===== config.mk =====
export PLATFORM = sky130hd
export DESIGN_NAME = ex_muldiv_unit
export DESIGN_NICKNAME = d
export VERILOG_FILES = /design/src/rtl/mdu_pkg.sv /design/src/rtl/mdu_iter_core.sv /design/src/rtl/ex_muldiv_unit.sv
export SDC_FILE = /design/constraint.sdc
export NUM_CORES = 1
export LEC_CHECK = 0
export CORE_MARGIN = 2
export CORE_UTILIZATION = 35
export DETAILED_ROUTE_END_ITERATION = 8
export HOLD_SLACK_MARGIN = 0.08
export SLEW_MARGIN = 30
export SYNTH_ARGS = -nofsm -noshare
export SYNTH_HDL_FRONTEND = slang
export SYNTH_SLANG_ARGS = --single-unit

===== constraint.sdc =====
create_clock -name clk -period 6.06 [get_ports clk]
set_input_delay 0.909 -clock clk [delete_from_list [all_inputs] [get_ports clk]]
set_output_delay 0.909 -clock clk [all_outputs]
set_load 0.01 [all_outputs]

===== src/rtl/mdu_pkg.sv =====
// Shared encodings for the EX-stage multiply/divide unit.
package mdu_pkg;

   localparam int MDU_WIDTH = 32;
   localparam int MDU_ITER  = MDU_WIDTH;

   typedef enum logic [2:0] {
      MDU_MULT  = 3'd0,
      MDU_MULTU = 3'd1,
      MDU_DIV   = 3'd2,
      MDU_DIVU  = 3'd3,
      MDU_MTHI  = 3'd4,
      MDU_MTLO  = 3'd5
   } mdu_op_e;

   typedef enum logic [1:0] {
      ST_IDLE = 2'd0,
      ST_CALC = 2'd1,
      ST_FIN  = 2'd2
   } mdu_state_e;

   // True for the four iterative ops (MULT/MULTU/DIV/DIVU).
   function automatic logic is_iter_op(input logic [2:0] op);
      return (op == MDU_MULT) || (op == MDU_MULTU) || (op == MDU_DIV) || (op == MDU_DIVU);
   endfunction

endpackage


===== src/rtl/mdu_iter_core.sv =====
// Radix-2 iterative datapath: shift-add multiply or restoring divide on
// unsigned magnitudes, one result bit per step.
module mdu_iter_core
   import mdu_pkg::*;
#(
   parameter int WIDTH = MDU_WIDTH
) (
   input  logic               clk,
   input  logic               rst,
   input  logic               load,
   input  logic               is_div,
   input  logic [WIDTH-1:0]   a_mag,
   input  logic [WIDTH-1:0]   b_mag,
   input  logic               step,
   output logic [2*WIDTH-1:0] result,
   output logic               last
);

   localparam int CW = (WIDTH > 1) ? $clog2(WIDTH) : 1;

   // Multiply: acc = {partial product, remaining multiplier bits}.
   // Divide:   acc = {partial remainder, remaining dividend / quotient bits}.
   logic [2*WIDTH-1:0] acc_q, acc_d;
   logic [WIDTH-1:0]   opnd_q;
   logic [CW-1:0]      cnt_q;
   logic               div_q;
   logic [WIDTH:0]     mul_sum;
   logic [WIDTH:0]     div_cand;
   logic [WIDTH:0]     div_diff;

   // One iteration of the selected algorithm.
   always_comb begin
      acc_d    = acc_q;
      mul_sum  = {1'b0, acc_q[2*WIDTH-1:WIDTH]} + (acc_q[0] ? {1'b0, opnd_q} : '0);
      div_cand = acc_q[2*WIDTH-1:WIDTH-1];
      div_diff = div_cand - {1'b0, opnd_q};
      if (div_q) begin
         // Remainder is always below the divisor, so a set top bit of the
         // difference can only mean the trial subtraction went negative.
         if (!div_diff[WIDTH])
            acc_d = {div_diff[WIDTH-1:0], acc_q[WIDTH-2:0], 1'b1};
         else
            acc_d = {div_cand[WIDTH-1:0], acc_q[WIDTH-2:0], 1'b0};
      end else begin
         acc_d = {mul_sum, acc_q[WIDTH-1:1]};
      end
   end

   // Operand load, per-step accumulator update and iteration counter.
   always_ff @(negedge clk) begin
      if (rst) begin
         acc_q  <= '0;
         opnd_q <= '0;
         cnt_q  <= '0;
         div_q  <= 1'b0;
      end else if (load) begin
         acc_q  <= is_div ? {{WIDTH{1'b0}}, a_mag} : {{WIDTH{1'b0}}, b_mag};
         opnd_q <= is_div ? b_mag : a_mag;
         cnt_q  <= '0;
         div_q  <= is_div;
      end else if (step) begin
         acc_q  <= acc_d;
         cnt_q  <= cnt_q + CW'(1);
      end
   end

   assign result = acc_q;
   assign last   = (cnt_q == CW'(WIDTH - 1));

endmodule


===== src/rtl/ex_muldiv_unit.sv =====
// EX-stage multiply/divide unit: sequencing FSM, HI/LO registers, MTHI/MTLO,
// sign handling around the unsigned iterative core, cancel and reset.
//
// state | meaning
// IDLE  | no op in flight; accepts mul/div start or MTHI/MTLO write
// CALC  | core iterating, one bit per cycle
// FIN   | sign fix-up, HI/LO write, may accept a back-to-back start
module ex_muldiv_unit
   import mdu_pkg::*;
#(
   parameter int WIDTH = MDU_WIDTH
) (
   input  logic             clk,
   input  logic             rst,
   input  logic             start,
   input  logic [2:0]       op,
   input  logic [WIDTH-1:0] a,
   input  logic [WIDTH-1:0] b,
   input  logic             cancel,
   output logic             busy,
   output logic             done,
   output logic [WIDTH-1:0] hi,
   output logic [WIDTH-1:0] lo
);

   localparam int W2 = 2 * WIDTH;

   mdu_state_e       state_q, state_d;
   logic [WIDTH-1:0] hi_q, hi_d, lo_q, lo_d;
   logic             done_q, done_d;
   logic             neg_res_q, neg_rem_q, div_zero_q, is_div_q;

   logic             load, step, last;
   logic [W2-1:0]    raw;

   logic             op_div, op_signed, a_neg, b_neg;
   logic [WIDTH-1:0] a_mag, b_mag;

   logic [W2-1:0]    prod_fix;
   logic [WIDTH-1:0] quo_fix, rem_fix, res_hi, res_lo;

   // Magnitudes and signs of the incoming operands.
   always_comb begin
      op_div    = op[1];
      op_signed = ~op[0];
      a_neg     = op_signed & a[WIDTH-1];
      b_neg     = op_signed & b[WIDTH-1];
      a_mag     = a_neg ? -a : a;
      b_mag     = b_neg ? -b : b;
   end

   mdu_iter_core #(.WIDTH(WIDTH)) u_core (
      .clk    (clk),
      .rst    (rst),
      .load   (load),
      .is_div (op_div),
      .a_mag  (a_mag),
      .b_mag  (b_mag),
      .step   (step),
      .result (raw),
      .last   (last)
   );

   // Sign fix-up and HI/LO placement of the raw core result.
   always_comb begin
      prod_fix = neg_res_q ? -raw : raw;
      // Divide by zero yields an all-ones quotient regardless of signs.
      if (div_zero_q)
         quo_fix = '1;
      else
         quo_fix = neg_res_q ? -raw[WIDTH-1:0] : raw[WIDTH-1:0];
      rem_fix  = neg_rem_q ? -raw[W2-1:WIDTH] : raw[W2-1:WIDTH];
      res_hi   = is_div_q ? rem_fix : prod_fix[W2-1:WIDTH];
      res_lo   = is_div_q ? quo_fix : prod_fix[WIDTH-1:0];
   end

   // Next-state, register write and core control decode.
   always_comb begin
      state_d = state_q;
      hi_d    = hi_q;
      lo_d    = lo_q;
      done_d  = 1'b0;
      load    = 1'b0;
      step    = 1'b0;
      case (state_q)
         ST_IDLE: begin
            if (start && !cancel) begin
               if (is_iter_op(op)) begin
                  load    = 1'b1;
                  state_d = ST_CALC;
               end else if (op == MDU_MTHI) begin
                  hi_d = a;
               end else if (op == MDU_MTLO) begin
                  lo_d = a;
               end
            end
         end
         ST_CALC: begin
            step = 1'b1;
            if (cancel)
               state_d = ST_IDLE;
            else if (last)
               state_d = ST_FIN;
         end
         ST_FIN: begin
            if (cancel) begin
               state_d = ST_IDLE;
            end else begin
               hi_d   = res_hi;
               lo_d   = res_lo;
               done_d = 1'b1;
               // Zero-bubble chaining: next mul/div latches while this one retires.
               if (start && is_iter_op(op)) begin
                  load    = 1'b1;
                  state_d = ST_CALC;
               end else begin
                  state_d = ST_IDLE;
               end
            end
         end
         default: state_d = ST_IDLE;
      endcase
   end

   // State, architectural HI/LO, done pulse and latched sign information.
   always_ff @(negedge clk) begin
      if (rst) begin
         state_q    <= ST_IDLE;
         hi_q       <= '0;
         lo_q       <= '0;
         done_q     <= 1'b0;
         neg_res_q  <= 1'b0;
         neg_rem_q  <= 1'b0;
         div_zero_q <= 1'b0;
         is_div_q   <= 1'b0;
      end else begin
         state_q <= state_d;
         hi_q    <= hi_d;
         lo_q    <= lo_d;
         done_q  <= done_d;
         if (load) begin
            neg_res_q  <= a_neg ^ b_neg;
            neg_rem_q  <= a_neg;
            div_zero_q <= (b == '0);
            is_div_q   <= op_div;
         end
      end
   end

   assign busy = (state_q != ST_IDLE);
   assign done = done_q;
   assign hi   = hi_q;
   assign lo   = lo_q;

endmodule


==> results.md, run 1 <==
- Num ports: 137
- Leak: 0.00802 uW
- Register Area: 3440 sq um
- CP Max Fanout: 4
- Die W: between 200 and 250 um
- # setup viols final: 0
- Sink Count: 172
- Post-synth cell types: 80
- Core ar.: ~40000 sq um
- WP data arrival: 3.26 ns
- Row Count: 74
- Initial antenna violation count: 0
- H-tree levels: 4
- Clock skew: about 0.025 ns
- Syn. warnings: 0
- Max-cap violations: 0
- IO Port Bufs: 136
- Ys async rst share: 0%
- CP Capture Type: register
- Worst-path clk slew: 0.03 ns
- Post-route cell area: approximately 19000 sq um
- Hold WS: 0.448 ns
- CTS Buf Count: 17
- CTS Hold Bufs: 0
- TritonCTS clock tree: yes
- Hold Path Class: register to register
- Multi-input gate area: 10400 sq um
- R2R Path End: u_core.result[62]
- Cell count after synthesis: 1991
- Min-delay src: lo[8]
- CP Class: primary input to register
- Post-route setup slack: 0.0576 ns
- Dominant synthesized flop cell: dfxtp_1
- Clk_lat worst skew: about 0.48 ns
- Endpoint, Worst Hold: lo[8]
- Max transition margin: about a third
- Max VDD drop: 0.145 mV
- Final nets: 2493
- Share of layout cells above drive strength 1: 10.6%
- WHS Path Cells: 2
- RR Startpoint: u_core.result[0]
- Syn nets: 2134
- Vias/cell: 5.74
- P per Cell Area: 195 nW/um^2
- Actual slew at the worst max-slew pin: 0.974 ns
- Cell Area, Synth: 14400 sq um
- HPWL after detailed placement: 44800 um
- Fill count: 4194
- Slowest CP cell: clkdlybuf4s50_1
- CTS root buffer: clkbuf_16
- Register area share after synthesis: 23.9%
- Die Y: 207 um
- GP Congestion: 0.999
- Total die area: 42800 sq um
- Worst path max stage delay: between 0.5 and 0.6 ns
- Post-synth EDFFs: 0
- Gr ovfl total: 0
- Global-route wire length before repair: 87200 um
- Worst r2r path cells: 13
- GRT Overall Usage: 26.7%
- Initial DRC count: roughly 1600
- Vias post-DR: ~17000
- DP Worst Slack: -0.740 ns
- Mapped Avg Cell Area: 7.24 sq um
- Vias in the first global route: 15400
- Synthesized flop and latch total: 172
- Outcome: finished, final reports clean
- WL/cell: between 20 and 25 um
- Synth-to-Final Area Change: 29.4%
- Antenna fix cells: 0
- Antenna-violating nets left: 0
- Drc violations: 0
- CTS Buffer Depth: 2
- Max-slew violation count: 0
- R2R Setup Slk: roughly 1.2 ns
- Critical path cell sequence: clkdlybuf4s50_1 > inv_1 > ha_1 > inv_1 > nor4_4 > nand4_1 > or2_2 > o41ai_2 > xnor2_1 > o21ai_0 > o21ai_0
- Largest net degree at the start of global routing: 74
- Worst EP required: ~3.3 ns
- Placed Area: 17200 sq um
- Fin. Hold Viols: 0
- First drt pass iteration count: 5
- Drt total wl: 58200 um
- Total negative slack: 0 ns
- Initial Util: 35.4%
- Worst Setup Start Kind: primary input
[metrics by stage]
step	total power, uW	cells	utilization (%)
6_report	3640	2895	45.8
5_1_grt	3890	2895	45.8
4_1_cts	3660	2893	45.4
3_5_place_dp	2240	2687	42.3
3_3_place_gp	2230	2687	42.3
2_1_floorplan	1890	1991	-
[timing repair]
item	4_1_cts	5_1_grt
pin swaps	9	15
endpoints found under the setup margin	13	26
buffers inserted	3	2
resized for setup	21	27
[power by group]
part           switching (uW)  internal (uW)  total, uW
clock network             798            758       1560
registers                39.3           1170       1210
logic                     513            363        876
[cell usage after synthesis, types with 5 or more instances]
cell type,number,area share [%]
and2_1,8,0.35
dfxtp_1,172,24
clkbuf_1,110,2.9
or4_1,7,0.36
o22ai_1,7,0.30
a311oi_1,18,1.1
o21bai_1,8,0.42
a21oi_1,222,7.7
nand4_1,7,0.30
buf_1,11,0.29
nand3_1,29,1.0
o41ai_1,8,0.49
and3_1,22,0.95
xnor2_1,93,5.7
or3_1,14,0.61
a31oi_1,47,2.0
or2_2,5,0.22
a21o_1,32,1.7
o21ai_0,115,4.0
o211ai_1,52,2.7
nor3_1,52,1.8
a211oi_1,34,1.8
nor4_1,15,0.65
a22oi_1,15,0.78
nor2b_1,20,0.87
nand2b_1,25,1.1
inv_1,67,1.7
o221ai_1,14,0.85
ha_1,70,6.1
o31ai_1,25,1.3
mux2i_1,57,4.0
o21a_1,12,0.62
nor2_1,215,5.6
nand2_1,218,5.7
nor3b_1,7,0.36
xor2_1,73,4.4
[critical path, delay by kind of cell]
kind            cells  cell delay [ns]
compound gates      3             0.53
xor+xnor            1             0.17
simple gates        3             0.82
buf+inv             3             0.69
fa+ha+maj           1             0.16
[logic make-up after synthesis]
| group | synth area share (%) |
|---|---|
| AOI/OAI and AO/OA | 28.7 |
| buffers and inverters | 5.35 |
| xor gates and xnor gates | 10.1 |
| muxes | 3.96 |
| adders and majority gates | 6.35 |
| DFF | 23.9 |
| and+or+nand+nor | 21.6 |
[layer usage]
layer | vias to the layer above | global-route usage (%) | share of wire (%)
li1 | 7941 | - | -
met1 | 7830 | 37.8 | 46
met2 | 755 | 38.2 | 42
met3 | 91 | 6.34 | 8.5
met4 | 0 | 11.4 | 3.3
met5 | - | 0 | 0
[sequential cells by signal, summed over array words and instances (netlist names)]
name and cells:
u_core.opnd_q 32, hi 32, done 1, u_core.cnt_q 5
neg_res_q 1, neg_rem_q 1, lo 32, state_q 2
u_core.div_q 1, div_zero_q 1, u_core.result 64
[how the worst max path moves through the flow]
stage / startpoint / to / slack, ns / depth (start not counted)
floorplan: b[4] / u_core.result[31] / -0.06 / 9
global placement: b[4] / u_core.result[27] / -0.74 / 11
detailed placement: b[4] / u_core.result[27] / -0.74 / 11
CTS: b[10] / u_core.result[31] / 0.005 / 11
global route: b[0] / u_core.opnd_q[20] / -0.02 / 11
finish: b[0] / u_core.result[22] / 0.06 / 11
[layout by cell type (no fill, tap or decap), types with 9 or more instances in the layout]
master,synthesis,final
and3_1,22,22
clkdlybuf4s50_1,0,122
a21oi_1,222,222
a21o_1,32,32
dfxtp_1,172,171
nor4_1,15,9
nand2_1,218,218
o21ai_0,115,107
clkbuf_16,0,17
a22oi_1,15,15
mux2i_1,57,57
xnor2_1,93,91
nand2b_1,25,21
o221ai_1,14,14
o21ai_1,4,9
nand3_1,29,29
o31ai_1,25,24
ha_1,70,70
o21a_1,12,12
nor2_1,215,213
a311oi_1,18,18
nor2b_1,20,17
nor3_1,52,48
a31oi_1,47,47
or3_1,14,13
a211oi_1,34,34
o211ai_1,52,52
xor2_1,73,72
inv_1,67,242
buf_4,1,159
[cell type report]
cell class | count | area share (%)
Clock inverter | 187 | 4.23
Clock buffer | 17 | 2.28
Timing Repair Buffer | 299 | 14.2
Tap cell | 532 | 3.57
Sequential cell | 172 | 18.5
Inverter | 67 | 1.35
Multi-Input combinational cell | 1621 | 55.9
(Power assumes the default switching activity.)
==> run 2: changes to the inputs <==
- CORE_MARGIN: 2 -> unset
- SETUP_SLACK_MARGIN: unset -> 0.4
==> run 2 against run 1 <==
  * Design area is 1.7% higher
  * Worst hold slack worse by 0.0019 ns
  * Register-to-register slack hardly changed
  * Sequential power hardly changed
  * Final cell count is 0.24% higher
  * Clock-buffer cell count stayed put
  * Sequential cell count stayed put
  * Power is 0.57% higher
  * Clock power hardly changed
  * Die area is 1.9% lower
  * Largest cell class unchanged
==> results.md, run 2 (synthesized netlist as in run 1, its figures left out) <==
- Max transition margin: 45.4%
- DP Worst Slack: -0.537 ns
- Largest net degree at the start of global routing: 73
- H-tree levels: 4
- Flop pwr share: 33.0%
- Max VDD drop: approximately 0.16 mV
- CTS root buffer: clkbuf_16
- Drt total wl: 57700 um
- Fill count: 4044
- Share of layout cells above drive strength 1: 13.1%
- R2R Path End: u_core.result[62]
- Gr ovfl total: 0
- HPWL after detailed placement: 43900 um
- Antenna-violating nets left: 0
- Num ports: 137
- Worst Setup Start Kind: primary input
- Synth-to-Final Area Change: 31.7%
- CP Class: primary input to register
- Most frequent cells in the layout: 237 x inv_1, 219 x a21oi_1, 217 x nand2_1
- TritonCTS clock tree: yes
- CTS Buffer Depth: 2
- Die W: 205 um
- RR Startpoint: u_core.result[0]
- Max-cap violations: 0
- Clock skew: 0.0246 ns
- WL/cell: 19.9 um
- Vias post-DR: 16600
- Slowest CP cell: or3_4
- Final nets: between 2000 and 3000
- CTS Hold Bufs: 0
- Commonest non-fill, non-tap cell in the layout: inv_1
- CP Max Fanout: 3
- Largest register FFs: 64
- Initial Util: 35.9%
- Hold Path Class: register to register
- Switching pwr: 1370 uW
- Power Total: 3660 uW
- Outcome: finished, final reports clean
- Post-route cell area: 19000 sq um
- First drt pass iteration count: 5
- CP Capture Type: register
- Post-route setup slack: between 0.4 and 0.5 ns
- CTS Buf Count: 17
- Register Area: between 3000 and 4000 sq um
- Worst EP required: roughly 3.4 ns
- Setup crit start: b[10]
- Max-slew violation count: 0
- Switching share of power: 37.4%
- Critical path cell sequence: buf_8 > nor3_4 > nand2b_4 > nor4_4 > nand4b_1 > or3_4 > nor4_2 > o21a_1 > a21oi_1 > a2111oi_2
- Utilization after layout: 47.2%
- # setup viols final: 0
- RSZ-0062 raised after global routing: yes
- Clk_lat worst skew: around 0.48 ns
- Die Y: 205 um
- Worst path max stage delay: 0.46 ns
- P per Cell Area: 193 nW/um^2
- Initial DRC count: between 1500 and 2000
- Sink Count: between 150 and 200
- GRT Overall Usage: a little over a quarter
- Drc violations: 0
- Clock network power share: 42.8%
- Leak: 0.00819 uW
- Initial antenna violation count: 0
- Fin. Hold Viols: 0
- IO Port Bufs: 136
- Hold WS: 0.446 ns
- Multi-input gate area: about 11000 sq um
- CP Capture Point: u_core.result[31]
- Worst-path clk slew: 0.04 ns
- Internal cell power: 2290 uW
- Row Count: 73
- Actual slew at the worst max-slew pin: 0.819 ns
- Core ar.: 40200 sq um
- GP Congestion: 0.978
- WP data arrival: 2.96 ns
- Worst r2r path cells: 13
- Logic gate share of total power: 24.2%
- R2R Setup Slk: 1.17 ns
- Antenna fix cells: 0
- Vias in the first global route: about 16000
- Placed Area: ~17000 sq um
- Vias/cell: 5.73
- Total die area: 42000 sq um
- Global-route wire length before repair: between 80000 and 90000 um
-- run 2: area by class of cell --
cell class	instances	area share, %
multi-input combinational	1622	56.1
clock buffer	17	2.24
timing repair buffer	314	14.6
tap	525	3.46
clock inverter	185	4.13
inverter	67	1.34
sequential	172	18.2
-- run 2: worst min-delay path by stage --
stage	from	endpoint	slack [ns]	cells past startpoint
3_5_place_dp	u_core.opnd_q[13]	u_core.opnd_q[13]	0.44	2
2_1_floorplan	u_core.opnd_q[10]	u_core.opnd_q[10]	0.43	2
5_1_grt	u_core.opnd_q[12]	u_core.opnd_q[12]	0.47	2
3_3_place_gp	u_core.opnd_q[8]	u_core.opnd_q[8]	0.44	2
4_1_cts	lo[4]	lo[4]	0.45	2
6_report	lo[4]	lo[4]	0.45	2
-- run 2: repair_timing --
item	in CTS	in global routing
setup buffers	10	3
endpoints found under the setup margin	42	38
resized for setup	82	64
pin swaps	26	34
cloned	0	1
-- run 2: power groups by stage --
stage / sequential (uW) / combinational, uW / clock, uW
floorplan: 1200 / 514 / 172
global placement: 1220 / 843 / 172
detailed placement: 1220 / 852 / 172
CTS: 1200 / 859 / 1610
global route: 1210 / 952 / 1730
finish: 1210 / 886 / 1570
-- run 2: critical path: cells and delay by family --
| family | cells | cell delay, ns |
|---|---|---|
| simple gates | 6 | 1.40 |
| buf+inv | 1 | 0.10 |
| compound gates | 3 | 0.55 |
-- run 2: through the flow --
stage                     instances  setup TNS [ns]
after detailed placement       2687          -13.93
after global placement         2687          -11.64
after global routing           2902               0
after floorplan                1991               0
final                          2902               0
after CTS                      2898               0
-- run 2: routing by layer --
| layer | GRT usage [%] | wire [um] |
|---|---|---|
| met1 | 37.5 | 26000 |
| met2 | 37.9 | 24200 |
| met3 | 6.55 | 5380 |
| met4 | 12.9 | 2140 |
| met5 | 0 | 0 |
